`src/rtl/smc_ahb_wbuf.sv`:
```
// AHB-lite write-posting buffer in front of the static memory controller's AHB slave port.
// Define SMC_WBUF_ERR_CAPTURE_EN to enable the sticky posted-write error status (wbuf_err/wbuf_err_addr).
module smc_ahb_wbuf #(
  parameter int DEPTH = 4
) (
  input  logic        hclk,
  input  logic        sys_reset,
  input  logic        hsel,
  input  logic        hwrite,
  input  logic        hready,
  input  logic [31:0] haddr,
  input  logic [1:0]  htrans,
  input  logic [2:0]  hsize,
  input  logic [31:0] hwdata,
  output logic        hready_out,
  output logic [1:0]  hresp,
  output logic [31:0] hrdata,
  output logic        m_hsel,
  output logic        m_hwrite,
  output logic        m_hready,
  output logic [31:0] m_haddr,
  output logic [1:0]  m_htrans,
  output logic [2:0]  m_hsize,
  output logic [31:0] m_hwdata,
  input  logic        smc_hready,
  input  logic [1:0]  smc_hresp,
  input  logic [31:0] smc_hrdata,
  output logic        wbuf_empty,
  output logic        wbuf_err,
  output logic [31:0] wbuf_err_addr,
  input  logic        err_clr
);

  localparam int PW = $clog2(DEPTH);
  localparam logic [PW:0] FULL_CNT = (PW+1)'(DEPTH);
  localparam logic [1:0] TR_IDLE    = 2'b00;
  localparam logic [1:0] TR_NONSEQ  = 2'b10;
  localparam logic [1:0] RESP_OKAY  = 2'b00;
  localparam logic [1:0] RESP_ERROR = 2'b01;

  typedef enum logic [2:0] {IDLE, W_ADDR, W_DATA, R_ADDR, R_DATA} state_e;

  state_e        state_q, state_d;
  logic          wrPend_q, wrPend_d;
  logic          rdPend_q, rdPend_d;
  logic [31:0]   reqAddr_q, reqAddr_d;
  logic [2:0]    reqSize_q, reqSize_d;
  logic [PW-1:0] head_q, head_d;
  logic [PW-1:0] tail_q, tail_d;
  logic [PW:0]   count_q, count_d;
  logic          empty_q, empty_d;
  logic          err_q, err_d;
  logic [31:0]   errAddr_q, errAddr_d;

  logic [31:0]   addrMem [DEPTH];
  logic [2:0]    sizeMem [DEPTH];
  logic [31:0]   dataMem [DEPTH];

  logic accept, push, pop, errHit;

  assign accept = hsel && hready && (htrans == 2'b10 || htrans == 2'b11);
  // The stall is released only by the registered count, so a same-cycle pop never lets a push through.
  assign push   = wrPend_q && (count_q != FULL_CNT);
  assign pop    = (state_q == W_DATA) && smc_hready;

`ifdef SMC_WBUF_ERR_CAPTURE_EN
  assign errHit = pop && (smc_hresp == RESP_ERROR);
`else
  assign errHit = 1'b0;
`endif

  always_comb begin
    wrPend_d  = wrPend_q;
    rdPend_d  = rdPend_q;
    reqAddr_d = reqAddr_q;
    reqSize_d = reqSize_q;
    if (hready) begin
      wrPend_d = accept && hwrite;
      rdPend_d = accept && !hwrite;
      if (accept) begin
        reqAddr_d = haddr;
        reqSize_d = hsize;
      end
    end
  end

  always_comb begin
    head_d  = pop  ? head_q + 1'b1 : head_q;
    tail_d  = push ? tail_q + 1'b1 : tail_q;
    count_d = count_q;
    case ({push, pop})
      2'b10:   count_d = count_q + 1'b1;
      2'b01:   count_d = count_q - 1'b1;
      default: count_d = count_q;
    endcase
  end

  always_comb begin
    state_d = state_q;
    case (state_q)
      IDLE: begin
        if (count_q != '0 || push) state_d = W_ADDR;
        else if (rdPend_q)         state_d = R_ADDR;
      end
      W_ADDR: if (smc_hready) state_d = W_DATA;
      W_DATA: if (smc_hready) state_d = (count_d != '0) ? W_ADDR : IDLE;
      R_ADDR: if (smc_hready) state_d = R_DATA;
      R_DATA: if (smc_hready) state_d = IDLE;
      default: state_d = IDLE;
    endcase
  end

  assign empty_d = (count_d == '0) && (state_d == IDLE);

  // A new error always wins over a simultaneous clear; the first captured address is otherwise kept.
  always_comb begin
    err_d     = err_q;
    errAddr_d = errAddr_q;
    if (errHit && (!err_q || err_clr)) begin
      err_d     = 1'b1;
      errAddr_d = addrMem[head_q];
    end else if (err_clr) begin
      err_d     = 1'b0;
      errAddr_d = '0;
    end
  end

  always_comb begin
    hready_out = 1'b1;
    hresp      = RESP_OKAY;
    hrdata     = '0;
    m_hsel     = 1'b0;
    m_hwrite   = 1'b0;
    m_htrans   = TR_IDLE;
    m_haddr    = '0;
    m_hsize    = '0;
    m_hwdata   = '0;
    if (wrPend_q && count_q == FULL_CNT) hready_out = 1'b0;
    if (rdPend_q) begin
      if (state_q == R_DATA) begin
        hready_out = smc_hready;
        hresp      = smc_hresp;
        hrdata     = smc_hrdata;
      end else begin
        hready_out = 1'b0;
      end
    end
    case (state_q)
      W_ADDR: begin
        m_hsel   = 1'b1;
        m_hwrite = 1'b1;
        m_htrans = TR_NONSEQ;
        m_haddr  = addrMem[head_q];
        m_hsize  = sizeMem[head_q];
      end
      W_DATA: m_hwdata = dataMem[head_q];
      R_ADDR: begin
        m_hsel   = 1'b1;
        m_htrans = TR_NONSEQ;
        m_haddr  = reqAddr_q;
        m_hsize  = reqSize_q;
      end
      default: ;
    endcase
  end

  assign m_hready      = smc_hready;
  assign wbuf_empty    = empty_q;
  assign wbuf_err      = err_q;
  assign wbuf_err_addr = errAddr_q;

  always_ff @(posedge hclk or posedge sys_reset) begin
    if (sys_reset) begin
      state_q   <= IDLE;
      wrPend_q  <= 1'b0;
      rdPend_q  <= 1'b0;
      reqAddr_q <= '0;
      reqSize_q <= '0;
      head_q    <= '0;
      tail_q    <= '0;
      count_q   <= '0;
      empty_q   <= 1'b1;
      err_q     <= 1'b0;
      errAddr_q <= '0;
    end else begin
      state_q   <= state_d;
      wrPend_q  <= wrPend_d;
      rdPend_q  <= rdPend_d;
      reqAddr_q <= reqAddr_d;
      reqSize_q <= reqSize_d;
      head_q    <= head_d;
      tail_q    <= tail_d;
      count_q   <= count_d;
      empty_q   <= empty_d;
      err_q     <= err_d;
      errAddr_q <= errAddr_d;
    end
  end

  always_ff @(posedge hclk) begin
    if (push) begin
      addrMem[tail_q] <= reqAddr_q;
      sizeMem[tail_q] <= reqSize_q;
      dataMem[tail_q] <= hwdata;
    end
  end

endmodule

```
`config.mk`:
```
export PLATFORM = sky130hd
export DESIGN_NAME = smc_ahb_wbuf
export DESIGN_NICKNAME = d
export VERILOG_FILES = /design/src/rtl/smc_ahb_wbuf.sv
export SDC_FILE = /design/constraint.sdc
export NUM_CORES = 1
export LEC_CHECK = 0
export ABC_AREA = 1
export CAP_MARGIN = 20
export CORE_MARGIN = 5
export CORE_UTILIZATION = 52
export CTS_CLUSTER_SIZE = 30
export DETAILED_ROUTE_END_ITERATION = 10
export HOLD_SLACK_MARGIN = 0.1
export PLACE_DENSITY = 0.8
export SKIP_LAST_GASP = 1
export SYNTH_ARGS = -nofsm -noshare
export SYNTH_HDL_FRONTEND = slang
export SYNTH_SLANG_ARGS = --single-unit
export TNS_END_PERCENT = 1
```
`constraint.sdc`:
```
create_clock -name hclk -period 4.5 [get_ports hclk]
set_clock_uncertainty 0.1 [all_clocks]
set_input_delay 0.675 -clock hclk [delete_from_list [all_inputs] [get_ports hclk]]
set_output_delay 0.675 -clock hclk [all_outputs]
set_load 0.05 [all_outputs]
```
==> flow_summary.ini <==
[die]
die_y_um = 169.5
die_area_mm2 = 0.02874
rows = 58
io_pins = 251
die_width_um = 169.5
start_util_pct = 52.70
core_mm2 = 0.02511

[yosys]
yosys-top-cells-area = edfxtp_1 61%, dfrtp_1 8.9%, nor2_1 5.5%
netlist_area_mm2 = 0.01323
yosysWarnings = 0
synth_cells = 1165
synthDominantCellAreaShare_pct = 60.82
syn_avg_cell_area_um2 = 11.36
ys_ff_latch = 316
seq_area_frac_synth_pct = 69.90
synth.largest_area_cell = edfxtp_1
synthDistinctLibCells = 27

[hold_path]
hold_path.class = flop to flop

[sta]
finalSetupTns_ns = 0
maxSlewViolCount = 0
worst_pin_slew_ns = 0.8367
rsz0062_at_grt = no
fmax_mhz = 248.9
hold_viol = 0
relSlewSlack_pct = 44.22
setup_viol = 0
period_needed_ns = 4.018
fin_crit_sh_pct = 89.30

[power]
peakVddDrop_uv = 433.8
leakagePower_uw = 0.006269
power_density_mw_per_mm2 = 641.7

[final_layout]
drive_gt1_share_pct = 7.071
final_nets = 1478
fin_util_pct = 66.30
final_common_cell = edfxtp_1
syn_to_final_growth_pct = 25.80
diodes = 0
nFillCells = 1780
mostFrequentLayoutCells = 268 x edfxtp_1, 214 x clkdlybuf4s50_1, 189 x nor2_1

[placement]
gp_congestion = 0.7639
port_buffers = 214
dp_hpwl_um = 17660

[clocking]
clk_path_buf_depth = 3
clk_latency_ns = 0.53
cts-buffers-inserted = 30
cts_tree = built
clkTransAtPathRegs_ns = 0.06
holdBufCountCts = 0
root_buffer = clkbuf_16
post_cts_buffers = 0
cts.sinks = 316
cts_max_level = 1
ctsResizeCount = 0

[critical_path]
critPathKind = flop to primary output
arrival_ns = 3.24
critPathMaxFanout = 42
worstPathRequired_ns = 3.72
start_kind = flop
worstSetupEndpointType = primary output

[routing]
vias_per_cell = 5.268
wirelength_um = 29400
wl_per_cell_um = 17.13
drt_iter0_drc = 771
first_pass_iters = 5
drc_errors = 0
drtAntennaViolNets = 0
vias = 9040

[grt]
antenna_found_initial = 0
grt_max_degree = 137
grt_usage_pct = 20.03
first_global_vias = 9117
grt_overflow = 0
grt_pass1_wl_um = 46110

[status]
status = finished clean

[job]
cap_violations = 0
==> flip-flops by register name (all words and copies together), names as in the netlist, 2 cells and up <==
| signal | cells |
|---|---|
| reqSize_q | 3 |
| sizeMem | 12 |
| state_q | 3 |
| count_q | 3 |
| addrMem | 128 |
| head_q | 2 |
| tail_q | 2 |
| dataMem | 128 |
| reqAddr_q | 32 |
==> report_power, final <==
part           internal, uW  switching (uW)  total, uW
Combinational          1290            2990       4280
Sequential             3480             221       3700
Clock                  1670            1020       2700
Total                  6450            4240      10700
==> final cells by class <==
| class | instances | area (um2) | share of cell area [%] |
|---|---|---|---|
| flip-flops and latches | 316 | 9255 | 55.60 |
| multi-input cells | 708 | 3274 | 19.67 |
| repair buffers | 232 | 2340 | 14.05 |
| clock buffers | 37 | 808.3 | 4.855 |
| well taps | 330 | 412.9 | 2.480 |
| inverters | 74 | 280.3 | 1.684 |
| clock inverters | 19 | 276.5 | 1.661 |
==> path summary, 6_finish.rpt <==
check	from	end	slack, ns	depth (start not counted)
worst max-delay path	head_q[1]	m_hwdata[16]	0.48	6
worst min-delay path	reqAddr_q[3]	addrMem[2][3]	0.41	0
worst max register to register	count_q[0]	wbuf_empty	1.75	12
worst min register to register	reqAddr_q[3]	addrMem[2][3]	0.41	0
max in group asynchronous	sys_reset	wbuf_empty	2.98	3
min in group asynchronous	sys_reset	reqSize_q[0]	0.49	2
==> stage by stage <==
| stage | cells | hold slack [ns] | cell area (um2) | setup WS, ns | total power (uW) |
|---|---|---|---|---|---|
| 5_1_grt | 1716 | 0.4293 | 16650 | 0.2836 | 11240 |
| 4_1_cts | 1716 | 0.4164 | 16650 | 0.4415 | 10760 |
| 6_report | 1716 | 0.4106 | 16650 | 0.4816 | 10680 |
| 2_1_floorplan | 1198 | 0.3760 | 13360 | 0.3870 | 6742 |
| 3_5_place_dp | 1660 | 0.4013 | 15560 | 1.083 | 8061 |
| 3_3_place_gp | 1660 | 0.3910 | 15560 | 1.103 | 7965 |
==> logic make-up after synthesis <==
| logic type | count (synthesis) | share of synthesized area (%) |
|---|---|---|
| XOR/XNOR | 3 | 0.1986 |
| flip-flops | 316 | 69.90 |
| adder cells (fa/ha/maj) | 6 | 0.6241 |
| AO/OA/AOI/OAI | 140 | 5.314 |
| multiplexers | 16 | 1.362 |
| buffers and inverters | 174 | 6.553 |
| AND/OR/NAND/NOR | 509 | 16.02 |
| other | 1 | 0.02834 |
==> per-layer routing <==
metal	share of wire [%]	vias up	wire (um)	track usage (%)
li1	-	4299	-	-
met1	40	4327	11890	25.48
met4	1.7	0	510	4.445
met5	0	-	0	0
met2	50	377	14600	35.79
met3	8.2	37	2403	4.030
==> worst max-delay path, stage by stage (launching register included) <==
cell and delay [ns]:
dfrtp_2 0.90, inv_2 0.06, buf_4 0.32, nor2_1 0.17, o21ai_0 0.11, a21oi_1 0.23
clkdlybuf4s50_1 0.85
==> synthesized netlist by cell type, drive strengths merged <==
cell type	count
dfrtp	47
nand3	130
o22ai	2
conb	1
clkbuf	23
nand4	1
o21ai	85
and2	1
edfxtp	268
buf	77
ha	5
nor3	1
fa	1
a21oi	53
dfstp	1
nor2	195
inv	74
mux2	16
xor2	3
nand2	181
No activity file was read; power rests on OpenSTA's default activity.
